<file path="config.mk">
export PLATFORM = sky130hd
export DESIGN_NAME = pipe_stage_elastic_flat
export DESIGN_NICKNAME = d
export VERILOG_FILES = /design/src/rtl/pipe_pkg.sv /design/src/rtl/pipe_stage_elastic_if.sv /design/src/rtl/pipe_skid_entry.sv /design/src/rtl/pipe_stage_elastic.sv /design/src/flat_wrapper.sv
export SDC_FILE = /design/constraint.sdc
export NUM_CORES = 1
export LEC_CHECK = 0
export ABC_AREA = 0
export CAP_MARGIN = 0
export CORE_ASPECT_RATIO = 0.6
export CORE_UTILIZATION = 40
export CTS_BUF_LIST = sky130_fd_sc_hd__clkbuf_8
export DETAILED_ROUTE_END_ITERATION = 10
export GPL_TIMING_DRIVEN = 0
export HOLD_SLACK_MARGIN = 0.15
export PLACE_DENSITY_LB_ADDON = 0.2
export SYNTH_ARGS = -nofsm -noshare
export SYNTH_HDL_FRONTEND = slang
export SYNTH_SLANG_ARGS = --single-unit
</file>
<file path="constraint.sdc">
create_clock -name clk -period 1.9 [get_ports clk]
set_clock_uncertainty 0.2 [all_clocks]
set_input_delay 0.38 -clock clk [delete_from_list [all_inputs] [get_ports clk]]
set_output_delay 0.38 -clock clk [all_outputs]
set_load 0.02 [all_outputs]
</file>
<file path="src/rtl/pipe_pkg.sv">
// Shared pipeline definitions: default widths, control-bit positions and
// the occupancy encoding used by every elastic stage.
package pipe_pkg;

    localparam int XLEN          = 32;
    localparam int DEF_REG_W     = 5;
    localparam int CTRL_REGWRITE = 0;
    localparam int CTRL_MEMTOREG = 1;

    typedef enum logic [1:0] {
        OCC_EMPTY = 2'd0,
        OCC_ONE   = 2'd1,
        OCC_FULL  = 2'd2
    } occ_e;

    function automatic logic [1:0] occ_count(input logic main_v, input logic skid_v);
        return {1'b0, main_v} + {1'b0, skid_v};
    endfunction

endpackage

</file>
<file path="src/rtl/pipe_stage_elastic_if.sv">
// Valid/ready entry bus between pipeline stages: payload, destination
// register index and control bits.
interface pipe_stage_elastic_if
    import pipe_pkg::*;
#(
    parameter int DATA_W = XLEN,
    parameter int REG_W  = DEF_REG_W,
    parameter int CTRL_W = 2
);
    logic              valid;
    logic              ready;
    logic [DATA_W-1:0] payload;
    logic [REG_W-1:0]  dest;
    logic [CTRL_W-1:0] ctrl;

    modport master (output valid, output payload, output dest, output ctrl, input ready);
    modport slave  (input valid, input payload, input dest, input ctrl, output ready);
endinterface

</file>
<file path="src/rtl/pipe_skid_entry.sv">
// One stage entry: valid flag plus payload/dest/ctrl, with load and clear.
// Clear wins over load so a flush always empties the entry.
module pipe_skid_entry #(
    parameter int DATA_W = 32,
    parameter int REG_W  = 5,
    parameter int CTRL_W = 2
) (
    input  logic              clk,
    input  logic              reset,
    input  logic              clear,
    input  logic              load,
    input  logic [DATA_W-1:0] d_payload,
    input  logic [REG_W-1:0]  d_dest,
    input  logic [CTRL_W-1:0] d_ctrl,
    output logic              vld,
    output logic [DATA_W-1:0] payload,
    output logic [REG_W-1:0]  dest,
    output logic [CTRL_W-1:0] ctrl
);

    always_ff @(posedge clk) begin
        if (reset) begin
            vld     <= 1'b0;
            payload <= '0;
            dest    <= '0;
            ctrl    <= '0;
        end else if (clear) begin
            vld <= 1'b0;
        end else if (load) begin
            vld     <= 1'b1;
            payload <= d_payload;
            dest    <= d_dest;
            ctrl    <= d_ctrl;
        end
    end

endmodule

</file>
<file path="src/rtl/pipe_stage_elastic.sv">
// Elastic pipeline-stage register with optional skid entry, flush and a
// forwarding-hit compare on the head entry.
module pipe_stage_elastic
    import pipe_pkg::*;
#(
    parameter int DATA_W = XLEN,
    parameter int REG_W  = DEF_REG_W,
    parameter int CTRL_W = 2,
    parameter int SKID   = 1
) (
    input  logic                 clk,
    input  logic                 reset,
    input  logic                 flush,
    pipe_stage_elastic_if.slave  up,
    pipe_stage_elastic_if.master dn,
    input  logic [REG_W-1:0]     fwd_src,
    output logic                 fwd_hit,
    output logic [1:0]           occupancy
);

    logic              accept, emit;
    logic              main_vld, main_ld, main_clr;
    logic [DATA_W-1:0] main_payload, main_d_payload;
    logic [REG_W-1:0]  main_dest, main_d_dest;
    logic [CTRL_W-1:0] main_ctrl, main_d_ctrl;
    logic              skid_vld, skid_ld, skid_clr;
    logic [DATA_W-1:0] skid_payload;
    logic [REG_W-1:0]  skid_dest;
    logic [CTRL_W-1:0] skid_ctrl;

    assign accept = up.valid & up.ready;
    assign emit   = main_vld & dn.ready;

    // Head is refilled from the skid entry first so ordering stays FIFO.
    always_comb begin
        main_ld        = 1'b0;
        main_clr       = flush;
        skid_ld        = 1'b0;
        skid_clr       = flush;
        main_d_payload = skid_vld ? skid_payload : up.payload;
        main_d_dest    = skid_vld ? skid_dest    : up.dest;
        main_d_ctrl    = skid_vld ? skid_ctrl    : up.ctrl;
        if (!main_vld) begin
            main_ld = accept;
        end else if (emit) begin
            if (skid_vld) begin
                main_ld  = 1'b1;
                skid_clr = 1'b1;
            end else if (accept) begin
                main_ld = 1'b1;
            end else begin
                main_clr = 1'b1;
            end
        end else if (accept) begin
            skid_ld = 1'b1;
        end
    end

    pipe_skid_entry #(.DATA_W(DATA_W), .REG_W(REG_W), .CTRL_W(CTRL_W)) u_main (
        .clk       (clk),
        .reset     (reset),
        .clear     (main_clr),
        .load      (main_ld),
        .d_payload (main_d_payload),
        .d_dest    (main_d_dest),
        .d_ctrl    (main_d_ctrl),
        .vld       (main_vld),
        .payload   (main_payload),
        .dest      (main_dest),
        .ctrl      (main_ctrl)
    );

    generate
        if (SKID != 0) begin : g_skid
            pipe_skid_entry #(.DATA_W(DATA_W), .REG_W(REG_W), .CTRL_W(CTRL_W)) u_skid (
                .clk       (clk),
                .reset     (reset),
                .clear     (skid_clr),
                .load      (skid_ld),
                .d_payload (up.payload),
                .d_dest    (up.dest),
                .d_ctrl    (up.ctrl),
                .vld       (skid_vld),
                .payload   (skid_payload),
                .dest      (skid_dest),
                .ctrl      (skid_ctrl)
            );
            // Registered ready: downstream ready never reaches upstream combinationally.
            assign up.ready = !skid_vld;
        end else begin : g_single
            assign skid_vld     = 1'b0;
            assign skid_payload = '0;
            assign skid_dest    = '0;
            assign skid_ctrl    = '0;
            assign up.ready     = !main_vld | dn.ready;
        end
    endgenerate

    assign dn.valid   = main_vld;
    assign dn.payload = main_payload;
    assign dn.dest    = main_vld ? main_dest : '0;
    assign dn.ctrl    = main_vld ? main_ctrl : '0;
    assign occupancy  = occ_count(main_vld, skid_vld);

    // Only the head can forward; a younger skid entry is deliberately ignored.
    assign fwd_hit = main_vld & main_ctrl[CTRL_REGWRITE] &
                     (main_dest == fwd_src) & (fwd_src != '0);

endmodule

</file>
<file path="src/flat_wrapper.sv">
// flat-port wrapper written by rule: the top's interface ports become plain ports
module pipe_stage_elastic_flat import pipe_pkg::*;
#(
    parameter int DATA_W = XLEN,
    parameter int REG_W  = DEF_REG_W,
    parameter int CTRL_W = 2,
    parameter int SKID   = 1
)
  (clk, reset, flush, fwd_src, fwd_hit, occupancy, up_valid, up_payload, up_dest, up_ctrl, up_ready, dn_valid, dn_payload, dn_dest, dn_ctrl, dn_ready);
  pipe_stage_elastic_if #(.DATA_W(DATA_W), .REG_W(REG_W), .CTRL_W(CTRL_W)) up_i ();
  pipe_stage_elastic_if #(.DATA_W(DATA_W), .REG_W(REG_W), .CTRL_W(CTRL_W)) dn_i ();
  input  logic clk;
  input  logic reset;
  input  logic flush;
  input  logic [REG_W-1:0] fwd_src;
  output logic fwd_hit;
  output logic [1:0] occupancy;
  input wire logic [$bits(up_i.valid)-1:0] up_valid;
  input wire logic [$bits(up_i.payload)-1:0] up_payload;
  input wire logic [$bits(up_i.dest)-1:0] up_dest;
  input wire logic [$bits(up_i.ctrl)-1:0] up_ctrl;
  output wire logic [$bits(up_i.ready)-1:0] up_ready;
  output wire logic [$bits(dn_i.valid)-1:0] dn_valid;
  output wire logic [$bits(dn_i.payload)-1:0] dn_payload;
  output wire logic [$bits(dn_i.dest)-1:0] dn_dest;
  output wire logic [$bits(dn_i.ctrl)-1:0] dn_ctrl;
  input wire logic [$bits(dn_i.ready)-1:0] dn_ready;
  assign up_i.valid = up_valid;
  assign up_i.payload = up_payload;
  assign up_i.dest = up_dest;
  assign up_i.ctrl = up_ctrl;
  assign up_ready = up_i.ready;
  assign dn_valid = dn_i.valid;
  assign dn_payload = dn_i.payload;
  assign dn_dest = dn_i.dest;
  assign dn_ctrl = dn_i.ctrl;
  assign dn_i.ready = dn_ready;
  pipe_stage_elastic #(.DATA_W(DATA_W), .REG_W(REG_W), .CTRL_W(CTRL_W), .SKID(SKID)) u_core (.clk(clk), .reset(reset), .flush(flush), .up(up_i), .dn(dn_i), .fwd_src(fwd_src), .fwd_hit(fwd_hit), .occupancy(occupancy));
endmodule
</file>
# After elaboration in Yosys (flattened, before gate mapping)
# Index checks and enable logic that the tools add are counted.
[totals]
in_bits = 49
out_inout_bits = 44
word_cells = 41
regBits = 80
[classes]
n_mux = 18
reduce_logical = 6
add_sub_neg = 1
n_eq_ne = 1
bitwise_logic = 7
[op_table]
columns = ["operator", "count"]
rows = [
  ["two-way mux 32 bit", 1],
  ["two-way mux 1 bit", 13],
  ["two-way mux 5 bit", 2],
  ["AND 1 bit", 5],
  ["== test 5 bit", 1],
  ["nonzero test 5 bit", 1],
  ["two-way mux 2 bit", 2],
  ["AND reduction 2 bit", 2],
  ["OR reduction 2 bit", 2],
  ["adder 1 x 1 -> 2 bit", 1],
  ["inverter 1 bit", 2],
  ["logical NOT 1 bit", 1],
]

# Logic depth before layout (Yosys ltp)
# Gate-level depths: netlist (run 1).
[logic_depth]
ltp_word = 8
ltp_mapped = 6
ltp_nobuf = 3

# By module
# From an unflattened synthesis (run 1), not the netlist that was laid out.
[hier_totals]
hier_cells = 431
area_unflattened_um2 = 4425.5
[modules_own_cells]
columns = ["mod", "area_each_um2", "seq_area_each_um2", "cells_each", "n_inst"]
rows = [
  ["pipe_skid_entry", 1788.0, 800.8, 180, 2],
  ["pipe_stage_elastic", 849.6, 0.0, 71, 1],
]

# Worst setup path after synthesis (run 1)
# No wires, ideal clock.
[synth_timing]
path_kind = "register to output"
startpoint = "reg u_core.u_main.vld"
endpoint = "out fwd_hit"
path_buffers = 1
slack_ns = -0.056
arrival_ns = 1.376
path_stages_with_launch = 4
required_ns = 1.320
cell_sequence = "dfxtp_1 > clkbuf_1 > and2_1 > and4_1"
[synth_via]
elab_chain_len = 3
[synth_rtl]
columns = ["element", "line_no", "text"]
rows = [
  ["from (decl)", "pipe_skid_entry.sv:15", "output logic vld,"],
  ["from (signal assigned)", "pipe_skid_entry.sv:23", "vld <= 1'b0;"],
  ["from (signal assigned)", "pipe_skid_entry.sv:28", "vld <= 1'b0;"],
  ["from (signal assigned)", "pipe_skid_entry.sv:30", "vld <= 1'b1;"],
  ["AND 1 bit (2 in series)", "pipe_stage_elastic.sv:106", "assign fwd_hit = main_vld & main_ctrl[CTRL_REGWRITE] &"],
  ["AND 1 bit", "pipe_stage_elastic.sv:107", "(main_dest == fwd_src) & (fwd_src != '0);"],
  ["to (decl)", "flat_wrapper.sv:16", "output logic fwd_hit;"],
]
# No other way between the ends.

# Worst setup path in the final report (run 1)
[layout_timing]
startpoint = "in fwd_src[2]"
endpoint = "out fwd_hit"
[layout_via]
elab_chain_len = 3
word_cells_on_any_way = 4
classes_between = "eq/ne (1); bitwise (2); reduce/logical (1)"
[layout_rtl]
columns = ["element", "line_no", "text"]
rows = [
  ["from (decl)", "flat_wrapper.sv:15", "input logic [REG_W-1:0] fwd_src;"],
  ["== test 5 bit", "pipe_stage_elastic.sv:107", ""],
  ["AND 1 bit", "pipe_stage_elastic.sv:106", ""],
  ["AND 1 bit (*)", "pipe_stage_elastic.sv:107", ""],
]
# Mark *: on every way between the ends. The rest lies on a longest branch, timed or not.

==> results.sh, run 1 <==
export IMPL_synth_main_ff_cell="dfxtp_1"
export IMPL_path_clk_slew_ns=0.08
export IMPL_arrival_ns=1.44
export IMPL_dpl_cell_area_um2=4880
export IMPL_synth_area_mux_share=0.122
export IMPL_period_share=1.06
export IMPL_r2r_start="u_core.u_main.vld"
export IMPL_ys_seq_area_frac=0.420
export IMPL_drtIter0Drc=317
export IMPL_final_core_util=0.561
export IMPL_yosys_area_share_simple=0.198
export IMPL_fin_nets=592
export IMPL_path_max_fanout=1
export IMPL_syn_to_final_growth_pct=35.6
export IMPL_startpoint="fwd_src[2]"
export IMPL_powerDensity_nw_per_um2=722
export IMPL_postCtsHoldBufs=0
export IMPL_design_area_um2=5170
export IMPL_synth_top_area_frac=0.420
export IMPL_synth_compound_area_frac=0.173
export IMPL_place_port_buffers=90
export IMPL_wl_um=11600
export IMPL_avgViaCountPerCell=5.71
export IMPL_p_switching_mw=1.05
export IMPL_synth_top_cells_by_area="dfxtp_1, nor4_1, a31oi_1"
export IMPL_p_comb_frac=0.174
export IMPL_fin_ws_ns=-0.122
export IMPL_avgSynthCellArea_um2=8.67
export IMPL_drive_above_1_share=0.165
export IMPL_fp_dieW_um=128
export IMPL_synthXorXnorAreaFrac=0.00918
export IMPL_clockBufferDepth=2
export IMPL_swShare=0.281
export IMPL_async_flop_share=0
export IMPL_status="finished, violations left"
export IMPL_firstDrtPassIters=4
export IMPL_clkPwrFrac=0.348
export IMPL_fin_cells=677
export IMPL_htreeDepth=3
export IMPL_ys_warnings_count=0
export IMPL_routabilityCongestion=0.830
export IMPL_synthTopCellsByCount="dfxtp_1, nor3_1, a21oi_1, nor4_1"
export IMPL_r2r_end="u_core.u_main.payload[27]"
export IMPL_min_period_ns=2.02
export IMPL_tightest_slew_ns=0.533
export IMPL_dieArea_um2=9940
export IMPL_synth_top_family_by_area="simple AND/OR/NAND/NOR gates"
export IMPL_final_hold_viol_count=0
export IMPL_coreArea_um2=9220
export IMPL_maxCapViolCount=0
export IMPL_yosysUniqueCellTypes=32
export IMPL_grt_max_degree=15
export IMPL_hp_class="primary input to register"
export IMPL_placedCellCount=660
export IMPL_cp_endpoint="fwd_hit"
export IMPL_preCtsSetupSlack_ns=-0.670
export IMPL_cts_tree="built"
export IMPL_synth_cells=440
export IMPL_grtUsageTotal=0.243
export IMPL_synth_edf_count=0
export IMPL_start_kind="primary input"
export IMPL_drc=0
export IMPL_grt_pass1_vias=3758
export IMPL_wl_per_cell_um=17.2
export IMPL_syn_area_um2=3810
export IMPL_syn_num_nets=490
export IMPL_num_fill_cells=852
export IMPL_slew_viol_final=0
export IMPL_relSlewSlack=0.645
export IMPL_worstSkewPairLatency_ns=0.35
export IMPL_leakagePower_nw=2.00
export IMPL_p_int_mw=2.68
export IMPL_initial_utilization=0.414
export IMPL_dpl_hpwl_um=8200
export IMPL_grt_setup_unrepaired="true"
export IMPL_postRouteAntennaNets=0
export IMPL_seq_power_share=0.478
export IMPL_cp_end_kind="output port"
export IMPL_violations="negative setup slack"
export IMPL_ir_drop_mv=0.341
export IMPL_fp_row_count=27
export IMPL_fp_dieH_um=77.6
export IMPL_vias=3863
export IMPL_cts_root_buf="clkbuf_8"
export IMPL_yosysTopAreaCell="dfxtp_1"
export IMPL_overflow=0
export IMPL_cts_buffers=9
export IMPL_antenna_found_initial=0
export IMPL_r2r_slack_ns=0.10
export IMPL_ys_ff_latch=80
export IMPL_cts_sinks=80
export IMPL_num_antenna_cells=0
export IMPL_setup_viol=1
export IMPL_synth_most_common_cell="dfxtp_1"
export IMPL_fmax_mhz=494
export IMPL_r2r_cells=6
export IMPL_ios=93
export IMPL_synth_fa_ha_area_frac=0.00328
export IMPL_critPathKind="primary input to output port"
export IMPL_grt_pass1_wl_um=19300
export IMPL_worstPathRequired_ns=1.32
worst min path at each step:
stage,start,endpoint,slack (ns),depth (start not counted)
global route,reset,u_core.g_skid.u_skid.vld,0.16,2
floorplan,u_core.g_skid.u_skid.ctrl[0],u_core.g_skid.u_skid.ctrl[0],0.25,2
detailed placement,u_core.g_skid.u_skid.payload[6],u_core.g_skid.u_skid.payload[6],0.26,2
CTS,reset,u_core.g_skid.u_skid.vld,0.16,2
global placement,u_core.g_skid.u_skid.payload[6],u_core.g_skid.u_skid.payload[6],0.26,2
finish,reset,u_core.g_skid.u_skid.vld,0.15,2
metrics by stage:
stage	power [mW]	hold slack [ns]	setup TNS [ns]
2_1_floorplan	2.17	0.250	0
3_3_place_gp	2.46	0.257	-16.26
3_5_place_dp	2.48	0.263	-19.10
4_1_cts	3.74	0.158	-0.189
5_1_grt	3.89	0.158	-0.201
6_report	3.73	0.154	-0.122
timing repair:
| action | 4_1_cts | 5_1_grt |
|---|---|---|
| pin swaps | 0 | 4 |
| gates cloned | 0 | 0 |
| setup buffers | 0 | 1 |
| gates resized for setup | 70 | 27 |
| endpoints found under the setup margin | 34 | 21 |
| hold endpoints to repair | 0 | 0 |
power groups by stage:
stage               logic, mW  clock network, mW  registers, mW
global route            0.700               1.40           1.79
CTS                     0.639               1.31           1.78
global placement        0.641                  0           1.82
detailed placement      0.652                  0           1.82
finish                  0.649               1.30           1.79
floorplan               0.296                  0           1.87
cell type report:
cell class              count  area, um^2  share of cell area
multi-input cells         302        1970               0.382
flip-flops and latches     80        1610               0.311
repair buffers             91         906               0.175
plain buffers              56         305              0.0590
well taps                 130         163              0.0315
clock buffers              10         138              0.0266
clock inverters             6        68.8              0.0133
inverters                   2        7.51             0.00145
kinds of logic after synthesis:
kind of cell    after synthesis
compound gates              121
xor+xnor                      4
fa+ha+maj                     1
buf+inv                      58
flops                        80
mux                          41
simple gates                135
cells in the final DEF (no fill, tap or decap), types with 5 or more instances in the layout:
cell	count
nor3_1	40
dlymetal6s2s_1	14
clkbuf_8	11
a21oi_1	40
buf_4	5
clkdlybuf4s50_1	44
and2_1	6
a31oi_1	39
dfxtp_1	77
buf_2	20
nor4_1	36
dlygate4sd2_1	22
o21ai_1	10
clkbuf_1	27
clkdlybuf4s15_2	5
mux2_2	20
o21ai_0	29
nand3_1	39
buf_6	6
mux2_1	19
worst max-delay path, cell delays in order:
cell	delay, ns
clkdlybuf4s50_1	0.48
xor2_1	0.20
nor3_2	0.05
and4_1	0.20
buf_6	0.13
registers in the layout (all words and copies together) (netlist names):
signal                        cells
u_core.u_main.vld                 1
u_core.u_main.dest                5
u_core.g_skid.u_skid.dest         5
u_core.g_skid.u_skid.ctrl         2
u_core.g_skid.u_skid.payload     32
u_core.g_skid.u_skid.vld          1
u_core.u_main.ctrl                2
u_core.u_main.payload            32
layer usage:
layer / GRT usage / part of all wire
met1: 0.360 / 0.50
met3: 0.0517 / 0.060
met4: 0.0576 / 0.0075
met5: 0 / 0
met2: 0.357 / 0.43
No activity file was read; power rests on OpenSTA's default activity.
==> run 2: changes to the inputs <==
- CORE_UTILIZATION: 40 -> 45
==> results.sh, run 2 (synthesis gave the netlist of run 1 again) <==
export IMPL_status="finished, violations left"
export IMPL_violations="negative setup slack"
export IMPL_wl_um=12000
export IMPL_grtUsageTotal=0.266
export IMPL_r2r_start="u_core.g_skid.u_skid.vld"
export IMPL_initial_utilization=0.475
export IMPL_syn_to_final_growth_pct=36.8
export IMPL_dieArea_um2=8860
export IMPL_cts_sinks=80
export IMPL_final_core_util=0.649
export IMPL_crit_slowest_cell="dfxtp_4"
export IMPL_routabilityCongestion=0.823
export IMPL_r2r_slack_ns=0.04
export IMPL_grt_pass1_vias=3655
export IMPL_whs_ns=0.227
export IMPL_cts_buffers=9
export IMPL_antenna_found_initial=0
export IMPL_start_kind="register"
export IMPL_final_hold_viol_count=0
export IMPL_cp_top_family="flip-flops"
export IMPL_maxCapViolCount=0
export IMPL_fin_cells=660
export IMPL_path_max_fanout=10
export IMPL_leakagePower_nw=2.05
export IMPL_placedCellCount=638
export IMPL_min_to="u_core.g_skid.u_skid.vld"
export IMPL_ir_drop_mv=0.489
export IMPL_hold_depth=2
export IMPL_path_depth=4
export IMPL_period_share=1.02
export IMPL_r2r_cells=7
export IMPL_place_port_buffers=90
export IMPL_grt_max_degree=13
export IMPL_firstDrtPassIters=5
export IMPL_min_period_ns=1.94
export IMPL_postRouteAntennaNets=0
export IMPL_slew_viol_final=0
export IMPL_r2r_end="u_core.u_main.payload[19]"
export IMPL_fp_dieW_um=121
export IMPL_grt_setup_unrepaired="true"
export IMPL_drive_above_1_share=0.179
export IMPL_cts_tree="built"
export IMPL_drtIter0Drc=392
export IMPL_arrival_ns=1.36
export IMPL_wl_per_cell_um=18.1
export IMPL_hp_start="dn_ready"
export IMPL_setup_viol=1
export IMPL_final_common_cell="dfxtp_1"
export IMPL_finalSetupTns_ns=-0.0445
export IMPL_worstPathRequired_ns=1.32
export IMPL_path_buf_inv=2
export IMPL_fp_dieH_um=73.3
export IMPL_powerDensity_nw_per_um2=730
export IMPL_avgViaCountPerCell=6.15
export IMPL_reg_largest_list="u_core.g_skid.u_skid.payload: 32 flops, u_core.u_main.payload: 32 flops"
export IMPL_worstSkewPairLatency_ns=0.37
export IMPL_fmax_mhz=514
export IMPL_cts_root_buf="clkbuf_8"
export IMPL_dpl_cell_area_um2=4850
export IMPL_coreArea_um2=8040
export IMPL_clockBufferDepth=2
export IMPL_slowest_delay_ns=0.39
export IMPL_cp_end_kind="output port"
export IMPL_drc=0
export IMPL_fin_ws_ns=-0.0445
export IMPL_num_antenna_cells=0
export IMPL_cp_cell_sequence="buf_8, and2_4, and4_1, buf_6"
export IMPL_htreeDepth=3
export IMPL_tightest_slew_ns=0.587
export IMPL_vias=4060
export IMPL_relSlewSlack=0.608
export IMPL_overflow=0
export IMPL_fin_nets=597
export IMPL_critPathKind="register to output port"
export IMPL_ios=93
export IMPL_design_area_um2=5220
export IMPL_dpl_hpwl_um=8090
export IMPL_final_cell_mix="dfxtp_1, nor3_1, a21oi_1, clkdlybuf4s50_1, nand3_1"
export IMPL_fp_row_count=25
export IMPL_path_clk_slew_ns=0.08
export IMPL_hp_class="primary input to register"
export IMPL_grt_pass1_wl_um=18200
## run 2: cell types whose count changed in the layout (fill, tap and decap cells not counted), sizes merged
cell | before | now
buf | 33 | 37
clkdlybuf4s50 | 44 | 40
dlygate4sd2 | 22 | 26
clkinvlp | 1 | 0
clkinv | 4 | 1
inv | 2 | 3
clkbuf | 39 | 45
dlygate4sd3 | 0 | 1
clkdlybuf4s15 | 5 | 2
## run 2: final cells by class
class                           instances  area (um^2)
Clock buffer                           13          179
Fill cell                             665         2820
Inverter                                2         7.51
Multi-Input combinational cell        302         2010
Clock inverter                          3         38.8
Tap cell                              108          135
Buffer                                 56          323
Sequential cell                        80         1610
Timing Repair Buffer                   96          916
## run 2: worst max path at each step
| stage | to | from |
|---|---|---|
| after floorplan | fwd_hit | u_core.u_main.vld |
| after global placement | fwd_hit | fwd_src[4] |
| after detailed placement | fwd_hit | fwd_src[4] |
| after CTS | fwd_hit | fwd_src[2] |
| after global routing | fwd_hit | u_core.u_main.dest[3] |
| final | fwd_hit | u_core.u_main.vld |
## run 2: metrics by stage
stage	power [mW]	setup WS, ns
floorplan	2.17	0.0592
global placement	2.46	-0.658
detailed placement	2.47	-0.687
CTS	3.80	-0.136
global route	3.95	-0.123
finish	3.81	-0.0445
## run 2: metal layers
layer  track usage  routed length, um  up-vias
met5             0                  0        -
met4        0.0727                131        0
met3        0.0839                877       20
met2         0.404               5340      173
met1         0.366               5630     1992
li1              -                  -     1875
## run 2: repair_timing
action                                  CTS  global route
cloned                                    0             0
pin swaps                                 0             3
endpoints found under the setup margin   35            50
endpoints found under the hold margin     1             0
hold buffers                              1             0
gates resized for setup                  69            49
buffers inserted                          3             2
## run 2: power by group
part / switching (mW) / internal, mW / leakage, nW
Clock: 0.624 / 0.744 / 0.117
Sequential: 0.0423 / 1.74 / 0.655
Combinational: 0.361 / 0.300 / 1.28
